`src/rtl/uart_cmd_parser_pkg.sv`:
```
// Shared definitions for the UART command parser: opcode bytes, error codes,
// the one-hot parser state encoding and the command being assembled.
package uart_cmd_pkg;

   // Opcode bytes recognised while the parser is idle
   localparam logic [7:0] OP_ROW    = 8'h4C;
   localparam logic [7:0] OP_BRIGHT = 8'h42;
   localparam logic [7:0] OP_SWAP   = 8'h53;

   // Values presented on o_err_code; the last error sticks until the next one
   localparam logic [1:0] ERR_NONE    = 2'b00;
   localparam logic [1:0] ERR_CSUM    = 2'b01;
   localparam logic [1:0] ERR_TIMEOUT = 2'b10;

   // One-hot parser states, same encoding style as the UART receiver
   typedef enum logic [4:0] {
      ST_IDLE    = 5'b00001,
      ST_ROW     = 5'b00010,
      ST_PAYLOAD = 5'b00100,
      ST_BRIGHT  = 5'b01000,
      ST_CHECK   = 5'b10000
   } parser_state_t;

   // Which command the checksum byte will complete
   typedef enum logic [1:0] {
      CMD_ROW    = 2'd0,
      CMD_BRIGHT = 2'd1,
      CMD_SWAP   = 2'd2
   } cmd_t;

   // Maps an opcode byte to the first state of its packet; any other byte
   // keeps the parser idle so line noise is dropped without complaint.
   function automatic parser_state_t opcodeTarget(input logic [7:0] opcode);
      parser_state_t target;
      target = ST_IDLE;
      case (opcode)
         OP_ROW:    target = ST_ROW;
         OP_BRIGHT: target = ST_BRIGHT;
         OP_SWAP:   target = ST_CHECK;
         default:   target = ST_IDLE;
      endcase
      return target;
   endfunction

   // Maps an opcode byte to the command it starts (only meaningful for opcodes)
   function automatic cmd_t opcodeCmd(input logic [7:0] opcode);
      cmd_t cmd;
      cmd = CMD_ROW;
      case (opcode)
         OP_BRIGHT: cmd = CMD_BRIGHT;
         OP_SWAP:   cmd = CMD_SWAP;
         default:   cmd = CMD_ROW;
      endcase
      return cmd;
   endfunction

endpackage

```
`src/rtl/uart_cmd_parser_byte_timeout.sv`:
```
// Inter-byte watchdog for the command parser. Counts idle clocks while a
// packet is open and flags the cycle on which the allowance runs out.
module byte_timeout #(
   parameter int TIMEOUT_TICKS = 65535,
   parameter int TIMEOUT_WIDTH = 16
) (
   input  logic i_clk,
   input  logic reset_n,
   input  logic clear,
   input  logic enable,
   output logic expired
);

   localparam logic [TIMEOUT_WIDTH-1:0] LAST_TICK = TIMEOUT_WIDTH'(TIMEOUT_TICKS - 1);

   logic [TIMEOUT_WIDTH-1:0] idleCount;

   // Expiry is only declared when no byte arrives on the final tick, so a
   // strobe landing exactly on that cycle always wins over the timeout.
   assign expired = enable && !clear && (idleCount == LAST_TICK);

   // The count restarts on every byte, stays at zero while the parser is
   // idle, and also restarts after expiry because the parser drops back to
   // idle on that same edge.
   always_ff @(posedge i_clk or negedge reset_n) begin
      if (!reset_n) begin
         idleCount <= '0;
      end else if (clear || !enable || expired) begin
         idleCount <= '0;
      end else begin
         idleCount <= idleCount + TIMEOUT_WIDTH'(1);
      end
   end

endmodule

```
`src/rtl/uart_cmd_parser.sv`:
```
// Byte-stream command parser downstream of the UART receiver. Decodes row
// payload writes, brightness updates and buffer swaps, each closed by an XOR
// checksum, and drops packets that stall between bytes.
module uart_cmd_parser
   import uart_cmd_pkg::*;
#(
   parameter int         ROWS           = 32,
   parameter int         ROW_ADDR_WIDTH = 5,
   parameter int         ROW_BYTES      = 128,
   parameter int         COL_ADDR_WIDTH = 7,
   parameter int         TIMEOUT_TICKS  = 65535,
   parameter int         TIMEOUT_WIDTH  = 16,
   parameter logic [7:0] BRIGHT_RESET   = 8'hFF
) (
   input  logic                                   i_clk,
   input  logic                                   reset_n,
   input  logic [7:0]                             i_rxdata,
   input  logic                                   i_recvdata,
   output logic                                   o_wr_en,
   output logic [ROW_ADDR_WIDTH+COL_ADDR_WIDTH-1:0] o_wr_addr,
   output logic [7:0]                             o_wr_data,
   output logic [7:0]                             o_brightness,
   output logic                                   o_swap,
   output logic                                   o_err,
   output logic [1:0]                             o_err_code,
   output logic                                   o_busy
);

   localparam logic [COL_ADDR_WIDTH-1:0] LAST_BYTE = COL_ADDR_WIDTH'(ROW_BYTES - 1);

   // Parameter sanity: the row field must be able to address every display
   // row and the byte index must cover a whole row. These blocks carry no
   // logic; they exist so a bad override is visible in the elaborated tree.
   if (ROWS > (1 << ROW_ADDR_WIDTH)) begin : gRowsExceedRowField
   end
   if (ROW_BYTES > (1 << COL_ADDR_WIDTH)) begin : gRowBytesExceedColField
   end

   parser_state_t                state;
   cmd_t                         activeCmd;
   logic [7:0]                   checksumAcc;
   logic [7:0]                   pendingBright;
   logic [ROW_ADDR_WIDTH-1:0]    rowAddr;
   logic [COL_ADDR_WIDTH-1:0]    byteIndex;
   logic                         timerEnable;
   logic                         timeoutExpired;

   // The watchdog only runs while a packet is open
   assign timerEnable = (state != ST_IDLE);

   byte_timeout #(
      .TIMEOUT_TICKS(TIMEOUT_TICKS),
      .TIMEOUT_WIDTH(TIMEOUT_WIDTH)
   ) uByteTimeout (
      .i_clk   (i_clk),
      .reset_n (reset_n),
      .clear   (i_recvdata),
      .enable  (timerEnable),
      .expired (timeoutExpired)
   );

   // Packet FSM plus every registered output. Pulse outputs default low each
   // cycle; a received byte always takes priority over the timeout, and a
   // reset throws away any half-built packet without emitting anything.
   always_ff @(posedge i_clk or negedge reset_n) begin
      if (!reset_n) begin
         state         <= ST_IDLE;
         activeCmd     <= CMD_ROW;
         checksumAcc   <= 8'h00;
         pendingBright <= 8'h00;
         rowAddr       <= '0;
         byteIndex     <= '0;
         o_wr_en       <= 1'b0;
         o_wr_addr     <= '0;
         o_wr_data     <= 8'h00;
         o_brightness  <= BRIGHT_RESET;
         o_swap        <= 1'b0;
         o_err         <= 1'b0;
         o_err_code    <= ERR_NONE;
         o_busy        <= 1'b0;
      end else begin
         o_wr_en <= 1'b0;
         o_swap  <= 1'b0;
         o_err   <= 1'b0;

         if (i_recvdata) begin
            case (state)
               ST_IDLE: begin
                  if (opcodeTarget(i_rxdata) != ST_IDLE) begin
                     state       <= opcodeTarget(i_rxdata);
                     activeCmd   <= opcodeCmd(i_rxdata);
                     checksumAcc <= i_rxdata;
                     o_busy      <= 1'b1;
                  end
               end

               ST_ROW: begin
                  rowAddr     <= i_rxdata[ROW_ADDR_WIDTH-1:0];
                  byteIndex   <= '0;
                  checksumAcc <= checksumAcc ^ i_rxdata;
                  state       <= ST_PAYLOAD;
               end

               ST_PAYLOAD: begin
                  o_wr_en     <= 1'b1;
                  o_wr_addr   <= {rowAddr, byteIndex};
                  o_wr_data   <= i_rxdata;
                  checksumAcc <= checksumAcc ^ i_rxdata;
                  byteIndex   <= byteIndex + COL_ADDR_WIDTH'(1);
                  if (byteIndex == LAST_BYTE) begin
                     state <= ST_CHECK;
                  end
               end

               ST_BRIGHT: begin
                  pendingBright <= i_rxdata;
                  checksumAcc   <= checksumAcc ^ i_rxdata;
                  state         <= ST_CHECK;
               end

               ST_CHECK: begin
                  state       <= ST_IDLE;
                  checksumAcc <= 8'h00;
                  o_busy      <= 1'b0;
                  if (i_rxdata == checksumAcc) begin
                     case (activeCmd)
                        CMD_BRIGHT: o_brightness <= pendingBright;
                        CMD_SWAP:   o_swap       <= 1'b1;
                        default:    ;
                     endcase
                  end else begin
                     o_err      <= 1'b1;
                     o_err_code <= ERR_CSUM;
                  end
               end

               default: begin
                  state       <= ST_IDLE;
                  checksumAcc <= 8'h00;
                  o_busy      <= 1'b0;
               end
            endcase
         end else if (timeoutExpired) begin
            state       <= ST_IDLE;
            checksumAcc <= 8'h00;
            o_busy      <= 1'b0;
            o_err       <= 1'b1;
            o_err_code  <= ERR_TIMEOUT;
         end
      end
   end

endmodule

```
`config.mk`:
```
export PLATFORM = sky130hd
export DESIGN_NAME = uart_cmd_parser
export DESIGN_NICKNAME = d
export VERILOG_FILES = /design/src/rtl/uart_cmd_parser_pkg.sv /design/src/rtl/uart_cmd_parser_byte_timeout.sv /design/src/rtl/uart_cmd_parser.sv
export SDC_FILE = /design/constraint.sdc
export NUM_CORES = 1
export LEC_CHECK = 0
export CAP_MARGIN = 10
export CELL_PAD_IN_SITES_DETAIL_PLACEMENT = 0
export CELL_PAD_IN_SITES_GLOBAL_PLACEMENT = 1
export CORE_ASPECT_RATIO = 1.1
export CORE_MARGIN = 2
export CORE_UTILIZATION = 30
export DETAILED_ROUTE_END_ITERATION = 12
export PLACE_DENSITY_LB_ADDON = 0.1
export SLEW_MARGIN = 20
export SYNTH_ARGS = -nofsm -noshare
export SYNTH_HDL_FRONTEND = slang
export SYNTH_HIERARCHICAL = 1
export SYNTH_SLANG_ARGS = --single-unit
export TNS_END_PERCENT = 5
```
`constraint.sdc`:
```
create_clock -name i_clk -period 2.7 [get_ports i_clk]
set_clock_uncertainty 0.15 [all_clocks]
set_input_delay 0.405 -clock i_clk [delete_from_list [all_inputs] [get_ports i_clk]]
set_output_delay 0.405 -clock i_clk [all_outputs]
set_load 0.005 [all_outputs]
```
**Word-level counts from Yosys, hierarchy flattened**

Index checks and enable logic that the tools add are counted.

- Mux-type cells: 33
- Equality and inequality tests: 20
- Reductions and logical operators: 19
- Bitwise gates (word level): 1
- Add/sub/neg operators: 2

Operator list:

| operator | count |
|---|---|
| 5-bit 2-to-1 mux | 6 |
| 8-bit by 7-bit == test with 1-bit output (second input constant) | 3 |
| 8-bit 2-to-1 mux | 3 |
| 5-bit one-hot mux with 4 select lines | 1 |
| 16-bit by 1-bit adder with 16-bit output (second input constant) | 1 |
| 16-bit == test (second input constant) | 1 |
| 16-bit 2-to-1 mux | 1 |
| 8-bit one-hot mux with 2 select lines | 1 |
| 5-bit one-hot mux with 3 select lines | 1 |
| 7-bit one-hot mux with 2 select lines | 1 |
| 1-bit 2-to-1 mux | 13 |
| 3-bit AND reduction | 4 |
| 5-bit by 1-bit != test with 1-bit output (second input constant) | 2 |
| 2-bit AND reduction | 5 |
| 8-bit == test | 1 |
| 2-bit 2-to-1 mux | 4 |
| 8-bit XOR | 1 |
| 7-bit by 1-bit adder with 7-bit output (second input constant) | 1 |
| 7-bit == test (second input constant) | 1 |
| 3-bit != test (second input constant) | 2 |
| 5-bit by 1-bit == test with 1-bit output (second input constant) | 1 |
| 5-bit by 2-bit == test with 1-bit output (second input constant) | 1 |
| 5-bit by 3-bit == test with 1-bit output (second input constant) | 1 |
| 5-bit by 4-bit == test with 1-bit output (second input constant) | 1 |
| other kinds (13) | 18 |

- Register bits: 85
- Output and inout port bits: 34
- Bits of input ports: 11
- Logic and storage cells: 90

**Logic depth before layout (Yosys ltp)**

- Word-level depth: 8
- Depth in mapped cells: 9
- Mapped depth without buffers: 9

**By module**

Netlist, hierarchy kept.

By module, submodules not included:

| module | sequential area each (µm²) | times used | cells each | area each (µm²) |
|---|---|---|---|---|
| uart_cmd_parser | 1737.9 | 1 | 304 | 3255.6 |
| byte_timeout | 400.4 | 1 | 79 | 820.8 |

**Least setup slack after synthesis**

OpenSTA, ideal clock, no wires.

- Kind: reg2reg
- From: register state[1]
- To: register state[4]
- Data required time: 2.424 ns
- Data arrival time: 1.965 ns
- Path slack: 0.459 ns
- Library setup time: 0.126 ns
- Stages on the path, launching flop included: 10
- Path buffers: 2
- Period minus slack after synthesis: 2.241 ns
- Cells stage by stage: dfrtp_1 buf_2 nand2b_1 or4_1 buf_2 and3b_2 nor2_1 a21o_1 o21ba_2 o32a_1

- Word-level cells in the longest chain between the ends: 5
- Elaborated cells between the ends (all ways): 13
- Classes of those cells: 7 x eq/ne; 2 x mux; 4 x reduce/logical

Ends and longest elaborated chain:

| what | line | source |
|---|---|---|
| start: declaration | uart_cmd_parser.sv:39 | `parser_state_t state;` |
| start signal: assignment | uart_cmd_parser.sv:90 | `state <= opcodeTarget(i_rxdata);` |
| 5-bit by 1-bit != test with 1-bit output | uart_cmd_parser.sv:49 | `assign timerEnable = (state != ST_IDLE);` |
| via timerEnable | uart_cmd_parser.sv:45 | `logic timerEnable;` |
| 1-bit logical AND (2 in a row) | uart_cmd_parser_byte_timeout.sv:20 | `assign expired = enable && !clear && (idleCount == LAST_TICK);` |
| via timeoutExpired | uart_cmd_parser.sv:46 | `logic timeoutExpired;` |
| 2-bit nonzero test (no line) | - |  |
| 3-bit AND reduction (no line) | - |  |

The timed path passes the listed nets, and every way through them passes these cells.
A chain may end at the register's enable or synchronous reset.

**Worst setup path in the final report**

- From: register state[0]
- To: register state[4]

- Word-level cells in the longest chain between the ends: 5
- Elaborated cells between the ends (all ways): 13
- Classes of those cells: 7 x eq/ne; 2 x mux; 4 x reduce/logical

Ends and longest elaborated chain:

| what | line |
|---|---|
| 5-bit by 1-bit != test with 1-bit output | uart_cmd_parser.sv:49 |
| 1-bit logical AND (2 in a row) | uart_cmd_parser_byte_timeout.sv:20 |
| via timeoutExpired | uart_cmd_parser.sv:46 |
| 2-bit nonzero test (no line) | - |
| 3-bit AND reduction (no line) | - |

The timed path passes the listed nets, and every way through them passes these cells.

==> summary.md <==
| Metric | Value |
|---|---|
| Hold Path End | `o_wr_addr[8]` |
| Clock latency on the worst-skew pair | `0.35 ns` |
| First-pass GRT wire length | `16.77 mm` |
| Clock transition at path regs | `approximately 0.060 ns` |
| Synthesized cell area | `around 0.004 sq mm` |
| Min-delay src | `rowAddr[1]` |
| Number of enable flip-flop cells after synthesis | `0` |
| Largest net degree at the start of global routing | `47` |
| #FFs+latches synth | `85` |
| Reg2reg start | `state[0]` |
| Die height | `126.3 um` |
| Setup_tns | `0 ns` |
| Post-route antenna net violation count | `0` |
| Final Hold Viols | `0` |
| Library cells used by synthesis | `61` |
| # IOs | `between 40 and 50` |
| CTS sink count | `85` |
| CP max stage cell | `dfstp_2` |
| Max VDD drop | `242.9 uV` |
| Element type at the critical path end | `flip-flop` |
| Worst min path class | `flip-flop to flip-flop` |
| Synth top area cells | `dfrtp_1, nand2_1, dfstp_2` |
| Routability Congestion | `0.8063` |
| Unrepaired setup endpoints after global routing | `false` |
| Fraction of registers with async set/reset | `1.000` |
| Die ar. | `~0.015 sq mm` |
| CTS Hold Bufs | `1` |
| Syn nets | `397` |
| Via-to-Cell Ratio | `~5.0` |
| Root Buffer | `clkbuf_16` |
| Worst R2R End | `state[4]` |
| Worst Path Max Fanout | `6` |
| # Post-CTS Setup Buffers | `0` |
| Outcome | `completed` |
| I/O Buffers | `44` |
| Synth top area share | `0.4665` |
| First drt pass iteration count | `4` |
| CP peak stage delay | `0.58 ns` |
| Ys Warns | `6` |
| Share of cells above drive strength 1 | `0.1696` |
| Setup violators final | `0` |
| H-tree depth | `3` |
| Nets@finish | `457` |
| Worst-margin pin slew | `0.5961 ns` |
| Post_cts resized | `0` |
| Worst R2R Setup Slack | `0.36 ns` |
| Post-synthesis sequential area ratio | `0.5246` |
| Initial DRC count | `between 100 and 150` |
| Mapped Cells | `383` |
| Synth Flop Type | `dfrtp_1` |
| Slew Limit Fails | `0` |
| Final wirelength | `between 10 and 15 mm` |
| N_diodes | `0` |
| Routed vias | `~3000` |
| Die Wd | `115.1 um` |
| Max Cap Viol | `0` |
| Avg Cell Area, Syn | `~11 sq um` |
| Reg2Reg Depth | `7` |
| TritonCTS Buffers | `9` |
| # rows | `44` |
| Minimum clock period | `2.335 ns` |
| Final hold slack | `0.3167 ns` |
| Area growth syn-to-layout | `24.83%` |
| Initial core utilization | `0.3085` |
| Crit path cell chain | `nand2b_1, or4_1, and3b_2, nor2_1, a21o_1, o21ba_2, o32a_1` |
| CTS tree | `yes` |
| Critical path class | `flip-flop to flip-flop` |
| Rel. slew slack | `0.6026` |
| Final HPWL from detailed placement | `7.228 mm` |
| Clk buf depth | `2` |
| Leak Pwr | `2.312 nW` |
| Fmax | `428.2 MHz` |
| Power Dens Cells | `589.1 mW/mm^2` |
| Vias in the first global route | `3157` |
| Core area | `0.01321 sq mm` |
| WP data required | `2.78 ns` |
| CP arrival | `2.42 ns` |
| Initial antenna violation count | `0` |
| WL per Instance | `~17 um` |
| Worst Hold Depth | `2` |
| GRT Resource Usage Total | `0.1512` |
| Final worst-path cycle share | `0.8649` |
| Most area-hungry cell type in the Yosys netlist | `dfrtp_1` |
| Critical Path Source Type | `flip-flop` |
| Overflow after GRT | `0` |
| Residual DRC | `0` |
[flip-flops by register name (all words and copies together) (netlist names), 5 cells and up]
register	count
byteIndex	7
checksumAcc	8
o_brightness	8
o_wr_addr	12
o_wr_data	8
pendingBright	8
rowAddr	5
state	5
uByteTimeout/idleCount	16
[layout by cell type (no fill, tap or decap), types with 7 or more instances in the layout]
master           Yosys  final
a21oi_1              9      9
buf_4                1     24
clkbuf_16            0      9
clkdlybuf4s50_1      0     43
dfrtp_1             76     76
dfstp_2              9      9
inv_1                8      8
mux2_1               9      9
mux2_2              12     12
nand2_1             74     74
nand3_1             12     12
nand4_1              7      7
nor2_1              25     25
nor4b_1              8      8
o2bb2ai_1            8      8
o31ai_1             10     10
xnor2_1             18     18
[logic make-up (layout without fill, tap and decap cells)]
kind of cell,Yosys count,after routing,synth area share
mux,22,22,0.06047
flops,85,85,0.5246
compound gates,52,52,0.09454
fa+ha+maj,3,3,0.009209
simple gates,168,168,0.2185
xor+xnor,24,24,0.05156
buf+inv,29,94,0.04113
[metal layers]
layer | up-vias | part of all wire | track usage
li1 | 1466 | - | -
met1 | 1525 | 0.46 | 0.1960
met2 | 43 | 0.49 | 0.2422
met3 | 14 | 0.025 | 0.02406
met4 | 0 | 0.024 | 0.07867
met5 | - | 0 | 0
[synth_stat cells, types with 4 or more instances]
master,count
xnor2_1,18
nor4b_1,8
inv_1,8
buf_6,4
mux2_1,9
dfstp_2,9
dfrtp_1,76
nor2b_1,5
o21ai_1,4
nor3_1,4
o31ai_1,10
o21ai_0,6
o2bb2ai_1,8
a21o_1,4
nor4_1,5
nor2_1,25
nand4_1,7
mux2_2,12
buf_2,7
a21oi_1,9
clkbuf_1,5
xor2_1,6
nand2_1,74
nand3_1,12
[area by class of cell]
type	instances	area (sq um)
fillers	1340	8124
flip-flops and latches	85	2138
multi-input cells	269	1770
repair buffers	69	640.6
clock buffers	12	256.5
well taps	161	201.4
clock inverters	4	47.55
inverters	9	33.78
[report_power, final]
| group | switching (W) | internal, W | total [W] | leakage, nW |
|---|---|---|---|---|
| Clock | 0.000510 | 0.000764 | 0.00127 | 0.149 |
| Sequential | 0.0000568 | 0.00133 | 0.00138 | 1.14 |
| Combinational | 0.000182 | 0.000156 | 0.000339 | 1.02 |
[stage by stage]
stage | util | power [W] | std cells | setup slack [ns] | cell area [sq um]
2_1_floorplan | - | 0.001605 | 383 | 0.4593 | 4076
3_3_place_gp | 0.3614 | 0.001751 | 592 | 0.2562 | 4775
3_5_place_dp | 0.3614 | 0.001751 | 592 | 0.1601 | 4775
4_1_cts | 0.3851 | 0.003049 | 609 | 0.3697 | 5089
5_1_grt | 0.3851 | 0.003129 | 609 | 0.2771 | 5089
6_report | 0.3851 | 0.002998 | 609 | 0.3647 | 5089
[worst max-delay path: cells and delay by family, from the launching register on]
family          cells  cell delay (ns)
compound gates      3             0.50
flops               1             0.58
simple gates        4             0.99
[worst max path at each step]
stage | start | endpoint | slack [ns] | cells after the start
after detailed placement | i_rxdata[0] | o_brightness[6] | 0.16 | 6
after floorplan | state[1] | state[4] | 0.46 | 9
after CTS | state[0] | state[4] | 0.37 | 7
final | state[0] | state[4] | 0.36 | 7
after global routing | state[0] | uByteTimeout/idleCount[3] | 0.28 | 5
after global placement | i_rxdata[0] | o_err_code[0] | 0.26 | 7
No activity file was read; power rests on OpenSTA's default activity.
